[src/rtl/fb_tile_writer.sv]
// Frame-buffer writer: clears the RAM to the background colour, then keeps a
// single highlighted cursor tile that moves with two debounced push buttons.
module fb_tile_writer #(
  parameter int              AW              = 6,
  parameter int              DW              = 6,
  parameter int              NUM_TILES       = 16,
  parameter logic [DW-1:0]   BG_COLOR        = 6'b000011,
  parameter logic [DW-1:0]   CURSOR_COLOR    = 6'b110000,
  parameter int              DEBOUNCE_CYCLES = 250000
) (
  input  logic          clk,
  input  logic          rst,
  input  logic          btn_right,
  input  logic          btn_left,
  output logic [AW-1:0] mem_px_addr,
  output logic [DW-1:0] mem_px_data,
  output logic          px_wr,
  output logic          busy,
  output logic [3:0]    cursor
);

  localparam int            CW        = $clog2(DEBOUNCE_CYCLES + 1);
  localparam logic [CW-1:0] CNT_LAST  = CW'(DEBOUNCE_CYCLES - 1);
  localparam logic [AW:0]   CLR_END   = {1'b1, {AW{1'b0}}};
  localparam logic [3:0]    LAST_TILE = 4'(NUM_TILES - 1);

  typedef enum logic [1:0] {S_CLEAR, S_IDLE, S_ERASE, S_DRAW} state_t;

  // Button conditioning; bit 0 = right, bit 1 = left
  logic [1:0]    raw;
  logic [1:0]    sync1_q, sync2_q, db_q, press_q;
  logic [CW-1:0] cnt_q [2];

  assign raw = {btn_left, btn_right};

  always_ff @(posedge clk) begin
    if (!rst) begin
      sync1_q <= '0;
      sync2_q <= '0;
      db_q    <= '0;
      press_q <= '0;
      for (int unsigned b = 0; b < 2; b++) cnt_q[b] <= '0;
    end else begin
      sync1_q <= raw;
      sync2_q <= sync1_q;
      press_q <= '0;
      for (int unsigned b = 0; b < 2; b++) begin
        if (sync2_q[b] == db_q[b]) begin
          cnt_q[b] <= '0;
        end else if (cnt_q[b] == CNT_LAST) begin
          cnt_q[b]   <= '0;
          db_q[b]    <= sync2_q[b];
          press_q[b] <= sync2_q[b];
        end else begin
          cnt_q[b] <= cnt_q[b] + CW'(1);
        end
      end
    end
  end

  state_t        state_q, state_d;
  logic [AW:0]   clr_addr_q, clr_addr_d;
  logic [3:0]    cursor_q, cursor_d, next_q, next_d;
  logic [AW-1:0] addr_q, addr_d;
  logic [DW-1:0] data_q, data_d;
  logic          wr_q, wr_d, busy_q, busy_d;

  always_ff @(posedge clk) begin
    if (!rst) begin
      state_q    <= S_CLEAR;
      clr_addr_q <= '0;
      cursor_q   <= '0;
      next_q     <= '0;
      addr_q     <= '0;
      data_q     <= '0;
      wr_q       <= 1'b0;
      busy_q     <= 1'b1;
    end else begin
      state_q    <= state_d;
      clr_addr_q <= clr_addr_d;
      cursor_q   <= cursor_d;
      next_q     <= next_d;
      addr_q     <= addr_d;
      data_q     <= data_d;
      wr_q       <= wr_d;
      busy_q     <= busy_d;
    end
  end

  // Outputs are registered, so each state loads the write that becomes
  // visible on the following cycle; state_q names the write being shown.
  always_comb begin
    state_d    = state_q;
    clr_addr_d = clr_addr_q;
    cursor_d   = cursor_q;
    next_d     = next_q;
    addr_d     = addr_q;
    data_d     = data_q;
    wr_d       = 1'b0;
    busy_d     = 1'b1;
    unique case (state_q)
      S_CLEAR: begin
        wr_d = 1'b1;
        if (clr_addr_q == CLR_END) begin
          addr_d  = AW'(cursor_q);
          data_d  = CURSOR_COLOR;
          state_d = S_DRAW;
        end else begin
          addr_d     = clr_addr_q[AW-1:0];
          data_d     = BG_COLOR;
          clr_addr_d = clr_addr_q + 1'b1;
        end
      end
      S_IDLE: begin
        busy_d = 1'b0;
        if (press_q[0] ^ press_q[1]) begin
          if (press_q[0]) next_d = (cursor_q == LAST_TILE) ? 4'd0 : cursor_q + 4'd1;
          else            next_d = (cursor_q == 4'd0) ? LAST_TILE : cursor_q - 4'd1;
          wr_d    = 1'b1;
          busy_d  = 1'b1;
          addr_d  = AW'(cursor_q);
          data_d  = BG_COLOR;
          state_d = S_ERASE;
        end
      end
      S_ERASE: begin
        cursor_d = next_q;
        wr_d     = 1'b1;
        addr_d   = AW'(next_q);
        data_d   = CURSOR_COLOR;
        state_d  = S_DRAW;
      end
      S_DRAW: begin
        busy_d  = 1'b0;
        state_d = S_IDLE;
      end
      default: state_d = S_CLEAR;
    endcase
  end

  assign mem_px_addr = addr_q;
  assign mem_px_data = data_q;
  assign px_wr       = wr_q;
  assign busy        = busy_q;
  assign cursor      = cursor_q;

endmodule

[config.mk]
export PLATFORM = sky130hd
export DESIGN_NAME = fb_tile_writer
export DESIGN_NICKNAME = d
export VERILOG_FILES = /design/src/rtl/fb_tile_writer.sv
export SDC_FILE = /design/constraint.sdc
export NUM_CORES = 1
export LEC_CHECK = 0
export CORE_UTILIZATION = 59
export DETAILED_ROUTE_END_ITERATION = 6
export GPL_TIMING_DRIVEN = 0
export PLACE_DENSITY = 0.77
export RECOVER_POWER = 25
export SETUP_SLACK_MARGIN = 0.15
export SYNTH_ARGS = -nofsm -noshare
export SYNTH_HDL_FRONTEND = slang
export SYNTH_SLANG_ARGS = --single-unit
[constraint.sdc]
create_clock -name clk -period 2.66 [get_ports clk]
set_input_delay 0.532 -clock clk [delete_from_list [all_inputs] [get_ports clk]]
set_output_delay 0.532 -clock clk [all_outputs]
set_load 0.03 [all_outputs]
==> flow_summary_export.csv <==
group,metric,value,unit
cts,cts.path.max_buffers,2,
placed_design,place.detailed.hpwl,5180,um
critical_path,length_in_cells_of_the_worst_reg_to_reg_path,5,
critical_path,timing.critical_path.required,2.76,ns
power_and_ir_drop,power-per-cell-area,694,nW/um^2
critical_path,critical_path.slowest_cell,"o41ai_2",
critical_path,timing.rr.end,"cnt_q[1][16]",
synthesis,ys_warn_count,0,
grt,first_global_vias,2788,
cts,cts_inserted_buffers,9,
synthesis,post_synth_num_cell_types,52,
routing,vias_per_cell,5.53,
cts,postCtsSetupRepairBufs,0,
routing,met3RoutedLength,248,um
placed_design,dp.cells,515,
critical_path,setup_crit_path_kind,"reg2reg",
floorplanning,ios,22,
critical_path,cp-start-kind,"flop",
min_path,holdPathEnd,"sync2_q[1]",
placed_design,port_buffers,19,
floorplanning,coreArea,6030,um^2
final_layout,area_growth_syn_to_layout,16.0,%
synthesis,seq_area_frac_synth,0.474,
cts,clk_latency,0.35,ns
routing,drt_pre_antenna_iters,4,
sta,total_count_of_max_transition_violations_in_the_final_report,0,
power_and_ir_drop,ir_worst_vdd,0.802,mV
floorplanning,row_count,28,
routing,met2_wirelength,3590,um
final_layout,drive_above_1_share,0.0811,
grt,grt_usage,0.244,
floorplanning,die_area,6690,um^2
synthesis,ys_seq_elements,71,
power_and_ir_drop,power_leakage,1.58,nW
routing,top_layer_used,"met4",
sta,clock.fmax,437,MHz
sta,clock-skew-final,0.00889,ns
cts,cts-hold-fix-buffers,0,
final_layout,finalCoreUtilization,0.723,
sta,grt_setup_unrepaired,"false",
sta,finalSetupViolations,0,
critical_path,reg2reg_from,"cnt_q[1][0]",
critical_path,worst_path_arrival,2.39,ns
sta,post-route-min-period,2.29,ns
synthesis,synth-async-reset-ratio,0,
critical_path,crit_chain,"ha_1 > nand3_1 > o41ai_2 > buf_2 > nor2_1",
cts,post_cts.resized_instances,0,
critical_path,critical_path_peak_fanout,10,
routing,number_of_vias_in_the_routed_layout,2937,
min_path,hold_path_class,"reg2reg",
routing,post_drt_wl_per_cell,13.6,um
routing,final_antenna_net_count,0,
critical_path,worst-r2r-setup-slack,0.37,ns
cts,clkSinkCount,71,
cts,cts_tree,"done",
floorplanning,initial_utilization,0.624,
grt,grt_max_degree,12,
sta,tightest_slew,0.756,ns
grt,wire_length_of_the_first_global_routing_pass,12300,um
grt,grt_antenna_before_repair,0,
routing,wirelength,7230,um
final_layout,antennaDiodeCount,0,
sta,hold_viol_final,0,
sta,relSlewSlack,0.491,
synthesis,dominantRegCellSynth,"edfxtp_1",
routing,drc,0,
placed_design,globalplace.congestion,0.859,
synthesis,synth_enable_flop_cells,36,
final_layout,design.final.nets,468,
floorplanning,die_y,81.8,um
final_layout,fin_cells,531,
cts,cts.reportedPaths.clkPinSlew,0.08,ns
cts,ctsRootBufferMaster,"clkbuf_8",
floorplanning,die_width,81.8,um
critical_path,worst_setup_path_end_kind,"flop",
routing,detailedRoute.firstIterationViolations,124,
critical_path,worst_path_largest_cell_delay,0.79,ns
grt,gr-total-overflow,0,
status,status,"completed",
synthesis,mappedNetlistArea,3760,um^2
sta,period_share,0.860,
sta,setup_total_negative_slack,0,ns
min_path,hold_depth,1,
cts,h-tree-depth,3,
routing,wl_met1,3260,um
job,max_cap_viol_count,0,
synthesis,synthesis.area_per_instance,9.76,um^2
min_path,worst_hold_startpoint,"sync1_q[1]",
synthesis,netlist_instances,385,
## power breakdown
| group | switching [mW] | internal, mW |
|---|---|---|
| Sequential | 0.0954 | 1.25 |
| Clock | 0.393 | 0.398 |
| Combinational | 0.525 | 0.357 |
## sequential cells by signal, summed over array words and instances (netlist names), 4 cells and up
register,cells
next_q,4
cnt_q,36
cursor,4
mem_px_addr,6
clr_addr_q,7
## worst max-delay path, delay by kind of cell (launching register included)
family | cells | cell delay [ns]
adder cells (fa/ha/maj) | 1 | 0.25
AO/OA/AOI/OAI | 1 | 0.79
buffers and inverters | 1 | 0.35
flip-flops | 1 | 0.38
AND/OR/NAND/NOR | 2 | 0.29
## layout make-up
type,instances,area (um^2)
clock inverter,3,17.5
timing repair buffer,19,190
sequential,71,1780
buffer,18,96.3
clock buffer,13,163
multi-input combinational,317,1960
tap,75,93.8
fill,468,1670
inverter,15,56.3
## through the flow
| step | instance area [um^2] | setup slack (ns) | hold WS [ns] | total power [mW] |
|---|---|---|---|---|
| 2_1_floorplan | 3890 | 0.746 | 0.412 | 2.00 |
| 3_3_place_gp | 4180 | 0.328 | 0.414 | 2.23 |
| 3_5_place_dp | 4180 | 0.288 | 0.420 | 2.26 |
| 4_1_cts | 4360 | 0.362 | 0.439 | 3.04 |
| 5_1_grt | 4360 | 0.200 | 0.451 | 3.19 |
| 6_report | 4360 | 0.373 | 0.442 | 3.02 |
## cells in the mapped netlist (all sizes together) (8+ instances only)
cell type / number / area [um^2]
nor3: 11 / 55.1
nor4: 10 / 77.6
xor2: 8 / 70.1
edfxtp: 36 / 1080
mux2i: 8 / 80.1
clkbuf: 9 / 35.0
nor2: 51 / 191
o21ai: 11 / 66.3
a21oi: 25 / 125
nand2: 33 / 124
xnor2: 28 / 245
buf: 9 / 61.3
inv: 15 / 56.3
nand3: 15 / 87.6
ha: 13 / 163
nand4: 9 / 68.8
dfxtp: 35 / 701
## how the worst max path moves through the flow
stage                         endpoint        start
after floorplan           cnt_q[1][10]  cnt_q[1][0]
after global placement       cursor[1]          rst
after detailed placement  cnt_q[1][16]          rst
after CTS                 cnt_q[1][16]  cnt_q[1][0]
after global routing       cnt_q[1][9]  cnt_q[1][0]
final                     cnt_q[1][16]  cnt_q[1][0]
## kinds of logic (layout without fill, tap and decap cells)
logic type | Yosys count | in the layout | synth area share
other | 2 | 38 | 0.00200
AND/OR/NAND/NOR | 163 | 163 | 0.226
adder cells (fa/ha/maj) | 13 | 13 | 0.0433
flip-flops | 71 | 71 | 0.474
multiplexers | 8 | 8 | 0.0213
buffers and inverters | 33 | 68 | 0.0406
XOR/XNOR | 36 | 36 | 0.0839
AO/OA/AOI/OAI | 59 | 59 | 0.109
## layer usage
layer  vias up  GRT usage
met5         -          0
met4         0      0.104
met3        13     0.0622
met2        58      0.417
met1      1399      0.288
li1       1467          -
## cell usage in the layout (no fill, tap or decap), types with 4 or more instances in the layout
| master | instances |
|---|---|
| nor2_1 | 51 |
| conb_1 | 38 |
| edfxtp_1 | 36 |
| dfxtp_1 | 35 |
| nand2_1 | 33 |
| xnor2_1 | 28 |
| a21oi_1 | 25 |
| inv_1 | 15 |
| nand3_1 | 14 |
| ha_1 | 13 |
| nor3_1 | 11 |
| clkbuf_8 | 11 |
| clkdlybuf4s50_1 | 11 |
| o21ai_0 | 10 |
| clkbuf_1 | 9 |
| nor4_1 | 9 |
| xor2_1 | 8 |
| mux2i_1 | 8 |
| dlygate4sd3_1 | 8 |
| nand4_1 | 7 |
| or4_1 | 5 |
| nand2b_1 | 5 |
| o31ai_1 | 5 |
| buf_2 | 4 |
| or3_1 | 4 |
| buf_4 | 4 |
(Power assumes the default switching activity.)
